## config.mk

```make
export PLATFORM = sky130hd
export DESIGN_NAME = mmio_uart_tx
export DESIGN_NICKNAME = d
export VERILOG_FILES = /design/src/rtl/uart_pkg.sv /design/src/rtl/sync_fifo.sv /design/src/rtl/mmio_uart_tx.sv
export SDC_FILE = /design/constraint.sdc
export NUM_CORES = 1
export LEC_CHECK = 0
export ABC_CLOCK_PERIOD_IN_PS = 7650
export CORE_MARGIN = 2
export CORE_UTILIZATION = 57
export DETAILED_ROUTE_END_ITERATION = 8
export GPL_ROUTABILITY_DRIVEN = 0
export PLACE_DENSITY = 0.85
export SLEW_MARGIN = 20
export SYNTH_ARGS = -nofsm -noshare
export SYNTH_HDL_FRONTEND = slang
export SYNTH_SLANG_ARGS = --single-unit
```

## constraint.sdc

```tcl
create_clock -name clk -period 7.65 [get_ports clk]
set_input_delay 1.53 -clock clk [delete_from_list [all_inputs] [get_ports clk]]
set_output_delay 1.53 -clock clk [all_outputs]
set_load 0.01 [all_outputs]
```

## src/rtl/uart_pkg.sv

```systemverilog
// Shared definitions for the memory-mapped UART transmitter.
//   - uart_state_e : serial engine states
//   - register offsets and the address bit that selects between them
//   - STATUS word bit positions
package uart_pkg;

  typedef enum logic [1:0] {
    IDLE  = 2'd0,
    START = 2'd1,
    DATA  = 2'd2,
    STOP  = 2'd3
  } uart_state_e;

  localparam logic [10:0] TXDATA_OFS = 11'h000;
  localparam logic [10:0] STATUS_OFS = 11'h004;

  // The two registers differ only in this byte-address bit.
  localparam int REG_SEL_BIT = 2;

  localparam int FULL_BIT  = 0;
  localparam int EMPTY_BIT = 1;
  localparam int BUSY_BIT  = 2;
  localparam int OVF_BIT   = 3;
  localparam int COUNT_LSB = 8;

endpackage

```

## src/rtl/sync_fifo.sv

```systemverilog
// Synchronous FIFO with first-word-fall-through read.
// Ports:
//   clk, rst      : clock, synchronous active-high reset
//   push, din     : enqueue din when push and (not full, or a pop happens this cycle)
//   pop, dout     : dout is the head entry; pop advances it (ignored when empty)
//   full, empty   : occupancy flags
//   count         : number of entries, 0..DEPTH
module sync_fifo #(
  parameter int WIDTH = 8,
  parameter int DEPTH = 8
) (
  input  logic                     clk,
  input  logic                     rst,
  input  logic                     push,
  input  logic [WIDTH-1:0]         din,
  input  logic                     pop,
  output logic [WIDTH-1:0]         dout,
  output logic                     full,
  output logic                     empty,
  output logic [$clog2(DEPTH):0]   count
);

  localparam int AW = $clog2(DEPTH);

  logic [WIDTH-1:0] mem [DEPTH];
  logic [AW-1:0]    wr_ptr;
  logic [AW-1:0]    rd_ptr;
  logic [AW:0]      count_q;
  logic             do_push;
  logic             do_pop;

  assign full  = (count_q == (AW+1)'(DEPTH));
  assign empty = (count_q == '0);
  assign count = count_q;
  assign dout  = mem[rd_ptr];

  // A full FIFO still accepts a push when the head leaves in the same cycle.
  assign do_pop  = pop & ~empty;
  assign do_push = push & (~full | do_pop);

  always_ff @(posedge clk) begin
    if (do_push) begin
      mem[wr_ptr] <= din;
    end
  end

  always_ff @(posedge clk) begin
    if (rst) begin
      wr_ptr  <= '0;
      rd_ptr  <= '0;
      count_q <= '0;
    end else begin
      if (do_push) wr_ptr <= wr_ptr + 1'b1;
      if (do_pop)  rd_ptr <= rd_ptr + 1'b1;
      case ({do_push, do_pop})
        2'b10:   count_q <= count_q + 1'b1;
        2'b01:   count_q <= count_q - 1'b1;
        default: count_q <= count_q;
      endcase
    end
  end

endmodule

```

## src/rtl/mmio_uart_tx.sv

```systemverilog
// Memory-mapped 8N1 UART transmitter on the CPU data-memory bus.
// Stores to TXDATA queue a byte; stores to STATUS clear the sticky overflow.
// Ports:
//   clk, rst        : clock, synchronous active-high reset
//   sel, mem_write  : bus access targets this block / store strobe
//   addr, wdata     : byte address (only addr[2] decoded) / store data
//   rdata           : combinational read data (STATUS word, else 0)
//   tx              : registered serial output, idle high
//   busy            : frame in flight or bytes waiting
//
// state | meaning
// IDLE  | line high, waiting for a queued byte
// START | start bit (low) for one bit time
// DATA  | eight data bits, LSB first
// STOP  | stop bit (high); back-to-back start if another byte waits
module mmio_uart_tx
  import uart_pkg::*;
#(
  parameter int CLKS_PER_BIT = 868,
  parameter int FIFO_DEPTH   = 8
) (
  input  logic        clk,
  input  logic        rst,
  input  logic        sel,
  input  logic        mem_write,
  input  logic [10:0] addr,
  input  logic [31:0] wdata,
  output logic [31:0] rdata,
  output logic        tx,
  output logic        busy
);

  localparam int BW = (CLKS_PER_BIT > 1) ? $clog2(CLKS_PER_BIT) : 1;
  localparam int CW = $clog2(FIFO_DEPTH) + 1;
  localparam logic [BW-1:0] BAUD_LAST = BW'(CLKS_PER_BIT - 1);

  uart_state_e   state_q, state_d;
  logic [BW-1:0] baud_q, baud_d;
  logic [2:0]    bit_q, bit_d;
  logic [7:0]    shift_q, shift_d;
  logic          tx_q, tx_d;
  logic          ovf_q;

  logic          fifo_pop;
  logic [7:0]    fifo_dout;
  logic          fifo_full;
  logic          fifo_empty;
  logic [CW-1:0] fifo_count;

  logic          push_req;
  logic          ovf_clr;
  logic          baud_last;
  logic [31:0]   status;
  logic          unused_bits;

  assign unused_bits = ^{addr[10:3], addr[1:0], wdata[31:8]};

  assign push_req = sel & mem_write & ~addr[REG_SEL_BIT];
  assign ovf_clr  = sel & mem_write &  addr[REG_SEL_BIT];

  sync_fifo #(
    .WIDTH(8),
    .DEPTH(FIFO_DEPTH)
  ) u_fifo (
    .clk  (clk),
    .rst  (rst),
    .push (push_req),
    .din  (wdata[7:0]),
    .pop  (fifo_pop),
    .dout (fifo_dout),
    .full (fifo_full),
    .empty(fifo_empty),
    .count(fifo_count)
  );

  assign baud_last = (baud_q == BAUD_LAST);

  always_comb begin
    state_d  = state_q;
    baud_d   = baud_last ? '0 : baud_q + 1'b1;
    bit_d    = bit_q;
    shift_d  = shift_q;
    tx_d     = tx_q;
    fifo_pop = 1'b0;
    case (state_q)
      IDLE: begin
        baud_d = '0;
        bit_d  = '0;
        if (!fifo_empty) begin
          fifo_pop = 1'b1;
          shift_d  = fifo_dout;
          tx_d     = 1'b0;
          state_d  = START;
        end
      end
      START: begin
        if (baud_last) begin
          tx_d    = shift_q[0];
          bit_d   = '0;
          state_d = DATA;
        end
      end
      DATA: begin
        if (baud_last) begin
          if (bit_q == 3'd7) begin
            tx_d    = 1'b1;
            bit_d   = '0;
            state_d = STOP;
          end else begin
            bit_d   = bit_q + 1'b1;
            shift_d = shift_q >> 1;
            tx_d    = shift_q[1];
          end
        end
      end
      STOP: begin
        if (baud_last) begin
          bit_d = '0;
          // Chain straight into the next start bit so queued bytes leave
          // with no idle-high gap.
          if (!fifo_empty) begin
            fifo_pop = 1'b1;
            shift_d  = fifo_dout;
            tx_d     = 1'b0;
            state_d  = START;
          end else begin
            state_d = IDLE;
          end
        end
      end
      default: state_d = IDLE;
    endcase
  end

  always_ff @(posedge clk) begin
    if (rst) begin
      state_q <= IDLE;
      baud_q  <= '0;
      bit_q   <= '0;
      shift_q <= '0;
      tx_q    <= 1'b1;
    end else begin
      state_q <= state_d;
      baud_q  <= baud_d;
      bit_q   <= bit_d;
      shift_q <= shift_d;
      tx_q    <= tx_d;
    end
  end

  // A dropped push needs full with no pop; fifo_pop only asserts when non-empty.
  always_ff @(posedge clk) begin
    if (rst) begin
      ovf_q <= 1'b0;
    end else if (ovf_clr) begin
      ovf_q <= 1'b0;
    end else if (push_req && fifo_full && !fifo_pop) begin
      ovf_q <= 1'b1;
    end
  end

  assign tx   = tx_q;
  assign busy = (state_q != IDLE) | ~fifo_empty;

  always_comb begin
    status                   = '0;
    status[FULL_BIT]         = fifo_full;
    status[EMPTY_BIT]        = fifo_empty;
    status[BUSY_BIT]         = busy;
    status[OVF_BIT]          = ovf_q;
    status[COUNT_LSB +: CW]  = fifo_count;
  end

  assign rdata = (sel && addr[REG_SEL_BIT]) ? status : 32'h0;

endmodule

```

==> impl_metrics.tcl <==
set metrics [dict create \
    outcome "finished, final reports clean" \
    count_of_vias_placed_by_the_detailed_router 2948 \
    yosys.cell_types.count 60 \
    vdd.ir_drop.worst_v 0.000128 \
    grt_antenna_before_repair 0 \
    crit_path_cell_trace "clkdlybuf4s50_1 -> nand2_1 -> a21oi_1 -> clkdlybuf4s50_1" \
    synth-simple-area-share 0.141 \
    wire_per_inst_um 16.8 \
    worstPathRequired_ps 6120 \
    dieHeight_um 95.7 \
    cts_sinks 102 \
    floorplan_row_count 33 \
    final_common_cell "sky130_fd_sc_hd__edfxtp_1" \
    tritoncts "done" \
    grt_max_degree 34 \
    hold_violations 0 \
    critical-path-max-stage-delay_ps 650 \
    core_area_mm2 0.00818 \
    criticalPathCategory "primary input to primary output" \
    synth-async-reset-ratio 0 \
    detailed_place_hpwl_um 5580 \
    ys_seq_area_frac 0.560 \
    dieWidth_um 95.7 \
    cts_buffers 9 \
    end_kind "primary output" \
    htree_num_levels 3 \
    gr-total-overflow 0 \
    cts_repair_resize_count 0 \
    crit_path_top_delay_cell "sky130_fd_sc_hd__clkdlybuf4s50_1" \
    route.antenna.remaining_nets 0 \
    syn-mean-instance-area_um2 12.8 \
    detail_route.first_pass.iterations 4 \
    detail_route.vias_per_cell 5.87 \
    p_per_area_mw_per_mm2 283 \
    utilization 0.638 \
    post_cts.repair.setup_buffers 0 \
    timing_worst_slew_pin_value_ps 875 \
    synth.cell_area_mm2 0.00479 \
    number_of_slew_limit_violations_in_the_final_report 0 \
    synth.yosys.warnings 0 \
    synth_xor_area_frac 0.0201 \
    num-nets-final 452 \
    initial_core_util 0.586 \
    detail_route.iter0.violations 159 \
    number_of_placed_instances_taps_included 486 \
    insertion_delay_ps 370 \
    remaining_drc_errors 0 \
    final_cells 502 \
    critical_path_arrival_ps 2990 \
    synth_top_flop_cell "sky130_fd_sc_hd__edfxtp_1" \
    synth_largest_type_area_fraction 0.401 \
    synth.largest_area_cell "sky130_fd_sc_hd__edfxtp_1" \
    ys_ff_latch 102 \
    grt_pass1_wl_um 13100 \
    io-pin-count 81 \
    final.setup.tns_ps 0 \
    syn2layout_area_growth_pct 8.90 \
    die_area_mm2 0.00916 \
    fraction_of_the_mapped_netlist_area_in_compound_gates 0.0872 \
    final-setup-viol-count 0 \
    clk_transition_reported_paths_ps 100 \
    synth_top_family_by_area "simple AND/OR/NAND/NOR gates" \
    fraction_of_final_layout_cells_sized_beyond_drive_strength_1 0.136 \
    grt.total_usage 0.193 \
    via_count_of_the_first_global_routing_pass 2756 \
    clockRootBuffer "sky130_fd_sc_hd__clkbuf_8" \
    timing.critical_path.from_type "primary input" \
    maxCapViolCount 0 \
    synth.area.mux_share 0.0901 \
    hold_class "flip-flop to flip-flop" \
    synth_area_leaders "sky130_fd_sc_hd__edfxtp_1 (40%), sky130_fd_sc_hd__dfxtp_1 (16%), sky130_fd_sc_hd__mux4_2 (7.0%), sky130_fd_sc_hd__buf_4 (3.8%), sky130_fd_sc_hd__ha_1 (3.4%)" \
    wl_um 8450 \
    clock_tree.buffer_depth 2 \
    fin_worst_hold_slack_ps 450 \
    gate_count_of_the_mapped_netlist 373 \
    rsz0062_at_grt "no" \
    worst_path_most_repeated_cell "sky130_fd_sc_hd__clkdlybuf4s50_1" \
    slew_headroom 0.416 \
    leakage_nw 1.77 \
    crit_fanout 9 \
    layout.cells.most_common_list "sky130_fd_sc_hd__edfxtp_1 (64), sky130_fd_sc_hd__dfxtp_1 (37), sky130_fd_sc_hd__nor2_1 (26)" \
    min_period_over_period 0.591 \
    post-route-min-period_ps 4520 \
    design_power_total_mw 1.48 \
    synth-edff-count 64 \
    maxClockFrequency_mhz 221 \
    clock_skew_ps 17.2 \
    cts_hold_repair.buffers 0 \
    place.port_buffers 22 \
    synthAdderAreaFrac 0.0339 \
    antenna-diode-count 0 \
]
-- layout make-up --
class,instances,area [µm²]
Clock buffer,9,124
Clock inverter,7,56.3
Fill cell,603,2960
Inverter,15,56.3
Multi-Input combinational cell,237,1910
Sequential cell,102,2680
Tap cell,105,131
Timing Repair Buffer,27,258
-- Yosys cell counts, types with 3 or more instances --
cell,n
sky130_fd_sc_hd__edfxtp_1,64
sky130_fd_sc_hd__dfxtp_1,38
sky130_fd_sc_hd__nor2_1,26
sky130_fd_sc_hd__buf_4,24
sky130_fd_sc_hd__nand2_1,16
sky130_fd_sc_hd__a21oi_1,15
sky130_fd_sc_hd__mux4_2,15
sky130_fd_sc_hd__inv_1,14
sky130_fd_sc_hd__ha_1,13
sky130_fd_sc_hd__nand3_1,11
sky130_fd_sc_hd__xor2_1,9
sky130_fd_sc_hd__buf_2,8
sky130_fd_sc_hd__clkbuf_1,8
sky130_fd_sc_hd__a32o_1,7
sky130_fd_sc_hd__and3_1,7
sky130_fd_sc_hd__o22a_1,7
sky130_fd_sc_hd__mux2i_1,6
sky130_fd_sc_hd__nand2b_1,6
sky130_fd_sc_hd__nor2b_1,5
sky130_fd_sc_hd__nor4_1,5
sky130_fd_sc_hd__nor4b_2,4
sky130_fd_sc_hd__o21ai_0,4
sky130_fd_sc_hd__or3_1,4
sky130_fd_sc_hd__a31oi_1,3
sky130_fd_sc_hd__mux2_2,3
sky130_fd_sc_hd__nand4_1,3
sky130_fd_sc_hd__nand4b_1,3
sky130_fd_sc_hd__nor3_1,3
-- stage by stage --
| step | cell area [µm²] | worst slack, ps |
|---|---|---|
| after floorplan | 4880 | 4320 |
| after global placement | 5000 | 3150 |
| after detailed placement | 5030 | 3130 |
| after CTS | 5210 | 3130 |
| after global routing | 5220 | 3050 |
| final | 5220 | 3130 |
-- critical path, delay by kind of cell --
family / cells / cell delay (ps)
AND/OR/NAND/NOR: 1 / 140
AO/OA/AOI/OAI: 1 / 130
buffers and inverters: 2 / 1190
-- registers in the layout, indices dropped and copies added, names as in the netlist, named ones only --
name and count:
u_fifo.mem 64, baud_q 10, shift_q 8, u_fifo.count 4, bit_q 3, u_fifo.rd_ptr 3
u_fifo.wr_ptr 3, state_q 2, ovf_q 1, tx 1
-- routing by layer --
| metal | up-vias | part of all wire | track usage |
|---|---|---|---|
| met3 | 12 | 0.046 | 0.0415 |
| li1 | 1393 | - | - |
| met1 | 1440 | 0.44 | 0.244 |
| met4 | 0 | 0.010 | 0.0560 |
| met5 | - | 0 | 0 |
| met2 | 103 | 0.50 | 0.336 |
-- cell families after synthesis --
logic type | count (synthesis)
buffers and inverters | 57
other | 1
XOR/XNOR | 11
adder cells (fa/ha/maj) | 13
flip-flops | 102
AO/OA/AOI/OAI | 56
AND/OR/NAND/NOR | 109
multiplexers | 24
-- power by group --
group          total [mW]  switching, mW  internal, mW
clock               0.314          0.191         0.123
sequential          0.671         0.0500         0.621
combinational       0.490          0.269         0.221
total                1.48          0.510         0.965
-- final timing paths --
kind | end | startpoint | slack (ps) | cells past startpoint
worst min-delay path | baud_q[0] | baud_q[0] | 450 | 1
worst max register to register | u_fifo.count[2] | state_q[0] | 4110 | 13
worst max-delay path | rdata[2] | addr[2] | 3130 | 4
worst min register to register | baud_q[0] | baud_q[0] | 450 | 1
Power figures use the tool's default switching activity.
